$ cat config.mk
export PLATFORM = sky130hd
export DESIGN_NAME = sys_array_result_drain_flat
export DESIGN_NICKNAME = d
export VERILOG_FILES = /design/src/rtl/sys_array_result_drain_if.sv /design/src/rtl/sys_array_result_drain.sv /design/src/flat_wrapper.sv
export SDC_FILE = /design/constraint.sdc
export NUM_CORES = 1
export LEC_CHECK = 0
export CAP_MARGIN = 5
export CORE_AREA = 3 3 249 251
export DETAILED_ROUTE_END_ITERATION = 6
export DIE_AREA = 0 0 252 254
export HOLD_SLACK_MARGIN = 0.1
export PLACE_DENSITY_LB_ADDON = 0.12
export SLEW_MARGIN = 20
export SYNTH_ARGS = -nofsm -noshare
export SYNTH_HDL_FRONTEND = slang
export SYNTH_SLANG_ARGS = --single-unit
$ cat constraint.sdc
create_clock -name clk -period 2.6 [get_ports clk]
set_clock_uncertainty 0.05 [all_clocks]
set_input_delay 0.52 -clock clk [delete_from_list [all_inputs] [get_ports clk]]
set_output_delay 0.52 -clock clk [all_outputs]
set_load 0.01 [all_outputs]
$ cat src/rtl/sys_array_result_drain_if.sv
// Element stream from the result drain: one matrix element per valid/ready beat with its row/col index.
// Master holds data/row/col/last stable while out_valid is high and out_ready is low.
interface sys_array_result_drain_if #(
    parameter int DATA_WIDTH = 8,
    parameter int ARRAY_W_W  = 5,
    parameter int ARRAY_A_L  = 6
);
    localparam int ROW_W = (ARRAY_W_W > 1) ? $clog2(ARRAY_W_W) : 1;
    localparam int COL_W = (ARRAY_A_L > 1) ? $clog2(ARRAY_A_L) : 1;

    logic                      out_valid;
    logic                      out_ready;
    logic [2*DATA_WIDTH-1:0]   out_data;
    logic [ROW_W-1:0]          out_row;
    logic [COL_W-1:0]          out_col;
    logic                      out_last;

    modport master (
        output out_valid, out_data, out_row, out_col, out_last,
        input  out_ready
    );

    modport slave (
        input  out_valid, out_data, out_row, out_col, out_last,
        output out_ready
    );
endinterface

$ cat src/rtl/sys_array_result_drain.sv
// Captures the result matrix on a comp_ready rising edge and streams it row-major, one element per beat.
// Latency: element [0][0] valid the cycle after capture; stalls hold outputs; edges while streaming are dropped (overrun).
module sys_array_result_drain #(
    parameter int DATA_WIDTH = 8,
    parameter int ARRAY_W_W  = 5,
    parameter int ARRAY_A_L  = 6
) (
    input  logic                                                 clk,
    input  logic                                                 reset_n,
    input  logic                                                 comp_ready,
    input  logic [0:ARRAY_W_W-1][0:ARRAY_A_L-1][2*DATA_WIDTH-1:0] in_data,
    sys_array_result_drain_if.master                             out_if,
    output logic                                                 busy,
    output logic                                                 overrun,
    input  logic                                                 clear_overrun,
    output logic [15:0]                                          frame_count
);
    localparam int ROW_W = (ARRAY_W_W > 1) ? $clog2(ARRAY_W_W) : 1;
    localparam int COL_W = (ARRAY_A_L > 1) ? $clog2(ARRAY_A_L) : 1;
    localparam logic [ROW_W-1:0] ROW_LAST = ROW_W'(ARRAY_W_W - 1);
    localparam logic [COL_W-1:0] COL_LAST = COL_W'(ARRAY_A_L - 1);

    localparam logic [0:0] IDLE   = 1'b0;
    localparam logic [0:0] STREAM = 1'b1;

    logic [0:0]       state_q, state_d;
    logic             comp_ready_q;
    logic [ROW_W-1:0] row_q, row_d;
    logic [COL_W-1:0] col_q, col_d;
    logic             overrun_q, overrun_d;
    logic [15:0]      frame_count_q, frame_count_d;
    logic [0:ARRAY_W_W-1][0:ARRAY_A_L-1][2*DATA_WIDTH-1:0] frame_q;

    logic cap, streaming, at_last, beat, last_beat, load, drop;

    always_comb begin
        cap       = comp_ready & ~comp_ready_q;
        streaming = (state_q == STREAM);
        at_last   = streaming && (row_q == ROW_LAST) && (col_q == COL_LAST);
        beat      = streaming & out_if.out_ready;
        last_beat = beat & at_last;
        // A capture landing on the final beat refills the buffer with no idle bubble.
        load      = cap & (~streaming | last_beat);
        drop      = cap & streaming & ~last_beat;
    end

    always_comb begin
        state_d       = state_q;
        row_d         = row_q;
        col_d         = col_q;
        frame_count_d = last_beat ? frame_count_q + 16'd1 : frame_count_q;
        overrun_d     = drop ? 1'b1 : (clear_overrun ? 1'b0 : overrun_q);

        if (load) begin
            state_d = STREAM;
            row_d   = '0;
            col_d   = '0;
        end else if (beat) begin
            if (at_last) begin
                state_d = IDLE;
                row_d   = '0;
                col_d   = '0;
            end else if (col_q == COL_LAST) begin
                col_d = '0;
                row_d = row_q + 1'b1;
            end else begin
                col_d = col_q + 1'b1;
            end
        end
    end

    always_ff @(posedge clk or negedge reset_n) begin
        if (!reset_n) begin
            state_q       <= IDLE;
            comp_ready_q  <= 1'b0;
            row_q         <= '0;
            col_q         <= '0;
            overrun_q     <= 1'b0;
            frame_count_q <= '0;
            frame_q       <= '0;
        end else begin
            state_q       <= state_d;
            comp_ready_q  <= comp_ready;
            row_q         <= row_d;
            col_q         <= col_d;
            overrun_q     <= overrun_d;
            frame_count_q <= frame_count_d;
            if (load) begin
                frame_q <= in_data;
            end
        end
    end

    // Outputs derive from registers only, so an async reset clears them immediately.
    always_comb begin
        out_if.out_valid = streaming;
        out_if.out_data  = streaming ? frame_q[row_q][col_q] : '0;
        out_if.out_row   = row_q;
        out_if.out_col   = col_q;
        out_if.out_last  = at_last;
        busy             = streaming;
        overrun          = overrun_q;
        frame_count      = frame_count_q;
    end
endmodule

$ cat src/flat_wrapper.sv
// flat-port wrapper written by rule: the top's interface ports become plain ports
module sys_array_result_drain_flat 
#(
    parameter int DATA_WIDTH = 8,
    parameter int ARRAY_W_W  = 5,
    parameter int ARRAY_A_L  = 6
)
  (clk, reset_n, comp_ready, in_data, busy, overrun, clear_overrun, frame_count, out_if_out_valid, out_if_out_data, out_if_out_row, out_if_out_col, out_if_out_last, out_if_out_ready);
  sys_array_result_drain_if #(.DATA_WIDTH(DATA_WIDTH), .ARRAY_W_W(ARRAY_W_W), .ARRAY_A_L(ARRAY_A_L)) out_if_i ();
  input  logic clk;
  input  logic reset_n;
  input  logic comp_ready;
  input  logic [0:ARRAY_W_W-1][0:ARRAY_A_L-1][2*DATA_WIDTH-1:0] in_data;
  output logic busy;
  output logic overrun;
  input  logic clear_overrun;
  output logic [15:0] frame_count;
  output wire logic [$bits(out_if_i.out_valid)-1:0] out_if_out_valid;
  output wire logic [$bits(out_if_i.out_data)-1:0] out_if_out_data;
  output wire logic [$bits(out_if_i.out_row)-1:0] out_if_out_row;
  output wire logic [$bits(out_if_i.out_col)-1:0] out_if_out_col;
  output wire logic [$bits(out_if_i.out_last)-1:0] out_if_out_last;
  input wire logic [$bits(out_if_i.out_ready)-1:0] out_if_out_ready;
  assign out_if_out_valid = out_if_i.out_valid;
  assign out_if_out_data = out_if_i.out_data;
  assign out_if_out_row = out_if_i.out_row;
  assign out_if_out_col = out_if_i.out_col;
  assign out_if_out_last = out_if_i.out_last;
  assign out_if_i.out_ready = out_if_out_ready;
  sys_array_result_drain #(.DATA_WIDTH(DATA_WIDTH), .ARRAY_W_W(ARRAY_W_W), .ARRAY_A_L(ARRAY_A_L)) u_core (.clk(clk), .reset_n(reset_n), .comp_ready(comp_ready), .in_data(in_data), .out_if(out_if_i), .busy(busy), .overrun(overrun), .clear_overrun(clear_overrun), .frame_count(frame_count));
endmodule
# [Word level (Yosys, flattened, before mapping)]
# Cells that the tools add are included.
[totals] regBits=505 input_bits=485 output_inout_bits=42 elab_cells=83
[classes] n_addsub=3 magnitude_cmp=2 eq_ne=2 n_mux=20 n_bitwise=12 n_reduce_logical=8
[ops] op="$bmux W96 S3" n=1
[ops] op="$mux W96" n=2
[ops] op="$bmux W16 S3" n=1
[ops] op="$mux W16" n=3
[ops] op="$mux W3" n=8
[ops] op="$add A16 B1 Y16 const B" n=1
[ops] op="$ge A4 B4 Y1 const B" n=2
[ops] op="$not A3 Y4" n=2
[ops] op="$add A3 B1 Y3 const B" n=2
[ops] op="$and A1 B1 Y1" n=6
[ops] op="$eq A3 B3 Y1 const B" n=2
[ops] op="$reduce_bool A2 Y1" n=3
[ops] op="$mux W1" n=5
[ops] op="$reduce_and A2 Y1" n=2
[ops] op="$not A1 Y1" n=3
[ops] op="$reduce_bool A3 Y1" n=1
[ops] op="$logic_and A1 B1 Y1" n=2
[ops] op="$or A1 B1 Y1" n=1

# [Longest topological paths before layout]
[depth] depth_word=8 ltp_mapped=10 mapped_depth_nobuf=7

# [Worst setup path after synthesis]
# No wires, ideal clock.
[synth_path] path_kind="register -> register" startpoint="register u_core.row_q[1], in the netlist u_core.out_if.out_row[1]" endpoint="register u_core.frame_q[100] (netlist name)" setup_ps=127 arrival_time_ps=2280 required_ps=2423 slack_ps=143 path_stages_with_launch=11 path_buffers=3 synth_period_minus_slack_ps=2457 cell_sequence="dfrtp_1 clkbuf_1 inv_1 ha_1 nand3_1 nor2_4 nand2_4 a21oi_4 buf_6 buf_6 mux2_1"
[synth_via] elab_chain_cells=6
[synth_rtl] element="from (decl)" line="sys_array_result_drain.sv:28" source="logic [ROW_W-1:0] row_q, row_d;"
[synth_rtl] element="from (signal assigned)" line="sys_array_result_drain.sv:84" source="row_q <= row_d;"
[synth_rtl] element="$eq A3 B3 Y1" line="sys_array_result_drain.sv:39" source="at_last = streaming && (row_q == ROW_LAST) && (col_q == COL_LAST);"
[synth_rtl] element="$logic_and A1 B1 Y1 (2 in series)" line="sys_array_result_drain.sv:39"
[synth_rtl] element="net out_if_out_last" line="flat_wrapper.sv:22" source="output wire logic [$bits(out_if_i.out_last)-1:0] out_if_out_last;"
[synth_rtl] element="$and A1 B1 Y1" line="sys_array_result_drain.sv:41" source="last_beat = beat & at_last;"
[synth_rtl] element="$or A1 B1 Y1" line="sys_array_result_drain.sv:43" source="load = cap & (~streaming | last_beat);"
[synth_rtl] element="$and A1 B1 Y1" line="sys_array_result_drain.sv:43"
[synth_rtl] element="to (signal assigned)" line="sys_array_result_drain.sv:89" source="frame_q <= in_data;"
[synth_rtl] element="to (decl)" line="sys_array_result_drain.sv:32" source="logic [0:ARRAY_W_W-1][0:ARRAY_A_L-1][2*DATA_WIDTH-1:0] frame_q;"
# The timed path passes the listed nets, and every way through them passes these cells.
# A chain may end at the register's enable or synchronous reset.

# [Worst setup path after layout]
[layout_path] startpoint="register u_core.col_q[0], in the netlist u_core.out_if.out_col[0]" endpoint="output out_if_out_data[15]"
[layout_via] elab_chain_cells=5
[layout_rtl] element="from (decl)" line="sys_array_result_drain.sv:29" source="logic [COL_W-1:0] col_q, col_d;"
[layout_rtl] element="from (signal assigned)" line="sys_array_result_drain.sv:85" source="col_q <= col_d;"
[layout_rtl] element="$not A3 Y4 (implied by the code)" line="sys_array_result_drain.sv:97" source="out_if.out_data = streaming ? frame_q[row_q][col_q] : '0;"
[layout_rtl] element="$bmux W16 S3" line="sys_array_result_drain.sv:97"
[layout_rtl] element="$mux W16 (implied by the code) (2 in series)" line="sys_array_result_drain.sv:97"
[layout_rtl] element="$mux W16" line="sys_array_result_drain.sv:97"
[layout_rtl] element="to (decl)" line="flat_wrapper.sv:19" source="output wire logic [$bits(out_if_i.out_data)-1:0] out_if_out_data;"
# Every way passes these cells. The select of a mux whose other input is x is not followed.

==> results.py <==
metrics = {
    "pwr": {
        "report.power.total_w": 0.0324,
        "p_leak_nw": 15.8,
        "powerDensity_nw_per_um2": 892,
        "max-vdd-ir-drop_v": 0.000527,
    },
    "worst_setup_path": {
        "cp-end-kind": "output port",
        "crit_path_frequent_cell": "buf_12",
        "slowest_stage": "dfrtp_4",
        "critical_path_required_ns": 2.03,
        "crit_fanout": 5,
        "cpPeakStageDelay_ns": 0.51,
        "arrival_ns": 2.78,
        "crit_type": "flip-flop to output port",
        "path_buf_inv": 4,
        "startpoint_type": "flip-flop",
        "crit_family": "compound AO/OA/AOI/OAI gates",
        "crit_path_cell_trace": "buf_12 -> buf_12 -> buf_4 -> mux2_2 -> nand3_1 -> o311ai_2 -> a222oi_1 -> o22ai_2 -> buf_2",
    },
    "logic_synthesis": {
        "synth_top_family_by_area": "multiplexers",
        "synthCells": 1673,
        "ys_warn_count": 0,
        "synth_edf_count": 0,
        "synth-compound-area-share": 0.0504,
        "yosys_most_used_dff": "dfrtp_1",
        "async_reset_ff_frac": 1.00,
        "synth-seq-cells": 505,
        "synth.area.mux_share": 0.333,
        "synth_cell_types": 40,
        "synth_fa_ha_area_frac": 0.00157,
        "yosysSeqAreaShare": 0.529,
        "syn_area_per_cell_um2": 14.3,
        "synth_nets": 2161,
        "synth.cell_area_um2": 23900,
        "yosys.area_share.simple": 0.0221,
        "synthXorXnorAreaFrac": 0.00624,
    },
    "drt": {
        "drtIter0Drc": 1057,
        "dr.pass1.iters": 5,
        "routedWlPerCell_um": 27.3,
        "drt_wl_total_um": 88500,
        "via_per_inst": 5.30,
        "drcViolationCount": 0,
        "vias": 17200,
        "ant_nets": 0,
    },
    "status": {
        "status": "complete, but fails checks",
        "violations": "negative setup slack",
    },
    "global_route": {
        "grt_pass1_wl_um": 122000,
        "grt_pass1_vias": 18300,
        "grt.overflow.total": 0,
        "grt_usage": 0.262,
        "antenna_found_initial": 11,
        "grt_max_degree": 79,
    },
    "min_path": {
        "hp-class": "input port to flip-flop",
    },
    "clocking": {
        "cts-buffers-inserted": 55,
        "clockBufferDepth": 3,
        "cts.sinks": 505,
        "cts_tree": "built",
        "h-tree-depth": 2,
        "clock_latency_ns": 0.60,
        "ctsRootBufferMaster": "clkbuf_16",
        "clk_pin_slew_ns": 0.06,
    },
    "floorplanning": {
        "dieWidth_um": 252,
        "start_util": 0.397,
        "coreArea_um2": 60100,
        "die_area_um2": 64000,
        "row_count": 90,
        "die_h_um": 254,
        "pin_count": 527,
    },
    "timing": {
        "relSlewSlack": 0.577,
        "finalCritPeriodShare": 1.29,
        "layout_min_cycle_time_ns": 3.35,
        "max_freq_ghz": 0.298,
        "final-setup-viol-count": 201,
        "drv_slew": 0,
        "hold_violations": 0,
        "layout_setup_ws_ns": -0.753,
        "tightest_slew_ns": 0.635,
        "rsz0062_at_grt": "yes",
    },
    "job": {
        "drv_cap": 0,
    },
    "placement": {
        "dp_hpwl_um": 62900,
        "gp_congestion": 0.867,
        "portBuffers": 526,
        "preCtsSetupSlack_ns": -0.726,
    },
    "layout": {
        "drive_gt1_frac": 0.340,
        "synthToLayoutAreaGrowth_pct": 52.3,
        "nNetsFinal": 2894,
    },
}
sequential cells by signal (all words and copies together) (netlist names):
name                   cells
u_core.busy                1
u_core.frame_count        16
u_core.out_if.out_row      3
u_core.out_if.out_col      3
u_core.frame_q           480
u_core.comp_ready_q        1
u_core.overrun             1
layer usage:
metal  routed length, um  up-vias  GRT usage
met2               43900      602      0.445
met5                  13        -          0
li1                    -     7613          -
met3                5440      117     0.0501
met1               36900     8821      0.342
met4                2190        2     0.0750
kinds of logic after synthesis:
family | after synthesis
mux | 706
flops | 505
compound gates | 184
buf+inv | 145
simple gates | 113
xor+xnor | 17
fa+ha+maj | 3
through the flow:
step           area (um^2)  instances  setup TNS, ns  utilization  hold slack, ns
6_report             36400       3238         -16.33        0.605           0.367
5_1_grt              36400       3237         -37.53        0.605           0.366
4_1_cts              34600       3192         -17.93        0.575           0.329
3_5_place_dp         30800       3038         -44.53        0.512           0.415
3_3_place_gp         30800       3038         -40.82        0.512           0.408
2_1_floorplan        23900       1673              0            -           0.174
worst paths after layout:
kind                                                from                endpoint  slack, ns  depth (start not counted)
worst min register to register    u_core.frame_count[15]  u_core.frame_count[15]       0.42                          1
worst max-delay path            u_core.out_if.out_col[0]     out_if_out_data[15]      -0.75                          9
max in group asynchronous                        reset_n     u_core.frame_q[285]       1.14                          3
worst min-delay path                          comp_ready     u_core.comp_ready_q       0.37                          1
min in group asynchronous                        reset_n     u_core.frame_q[445]       0.41                          2
worst max register to register  u_core.out_if.out_row[0]     u_core.frame_q[387]      -0.07                         15
area by class of cell:
type,instances,area (um^2)
fillers,4630,23800
flip-flops and latches,505,12600
multi-input cells,1023,11700
repair buffers,797,9220
clock buffers,84,1620
well taps,782,978
clock inverters,13,121
inverters,24,95.1
diodes,10,25.0
cells in the mapped netlist, types with 2 or more instances:
master / n / area [um^2]
dfrtp_1: 505 / 12600
mux2_1: 467 / 5260
mux2i_1: 147 / 1470
o22ai_1: 95 / 594
mux2_2: 76 / 856
nor2_1: 58 / 218
buf_12: 44 / 881
o21ai_0: 36 / 180
clkbuf_1: 30 / 113
buf_2: 26 / 130
inv_1: 24 / 90.1
a21oi_1: 17 / 85.1
mux4_2: 16 / 360
nand2_1: 16 / 60.1
o22a_1: 16 / 140
a32o_1: 15 / 150
nand3_1: 10 / 50.1
xnor2_1: 10 / 87.6
buf_6: 9 / 101
buf_1: 8 / 30.0
nor3_1: 7 / 35.0
xor2_1: 7 / 61.3
nand2b_1: 6 / 37.5
nand4_1: 5 / 31.3
buf_4: 4 / 30.0
ha_1: 3 / 37.5
nor4_1: 2 / 12.5
or2_2: 2 / 12.5
layout by cell type (no fill, tap or decap), drive strengths merged, types with 2 or more instances in the layout:
| master | synthesis | routed |
|---|---|---|
| or2 | 2 | 2 |
| o21ai | 36 | 36 |
| bufinv | 0 | 2 |
| xnor2 | 10 | 10 |
| clkinv | 0 | 10 |
| buf | 91 | 270 |
| mux4 | 16 | 16 |
| xor2 | 7 | 7 |
| nand2 | 17 | 17 |
| diode | 0 | 10 |
| clkbuf | 30 | 101 |
| clkdlybuf4s50 | 0 | 507 |
| dfrtp | 505 | 505 |
| o22ai | 95 | 95 |
| inv | 24 | 24 |
| nor4 | 2 | 2 |
| o22a | 16 | 16 |
| nor2 | 59 | 59 |
| a32o | 15 | 15 |
| mux2i | 147 | 147 |
| nand3b | 2 | 2 |
| nand4 | 5 | 5 |
| a21oi | 18 | 18 |
| nor3 | 7 | 7 |
| nand3 | 10 | 10 |
| nand2b | 6 | 6 |
| ha | 3 | 3 |
| mux2 | 543 | 543 |
power breakdown:
| part | internal (W) | switching (W) | leakage (nW) |
|---|---|---|---|
| Combinational | 0.00783 | 0.00697 | 8.69 |
| Sequential | 0.00910 | 0.000897 | 6.26 |
| Clock | 0.00445 | 0.00318 | 0.857 |
timing repair:
| action | in CTS | in global routing |
|---|---|---|
| setup buffers | 37 | 25 |
| gates resized for setup | 328 | 307 |
| pin swaps | 26 | 28 |
| hold buffers | 1 | 0 |
| cloned | 24 | 20 |
| setup endpoints to repair | 499 | 447 |
| hold endpoints to repair | 44 | 0 |
No activity file was read; power rests on OpenSTA's default activity.
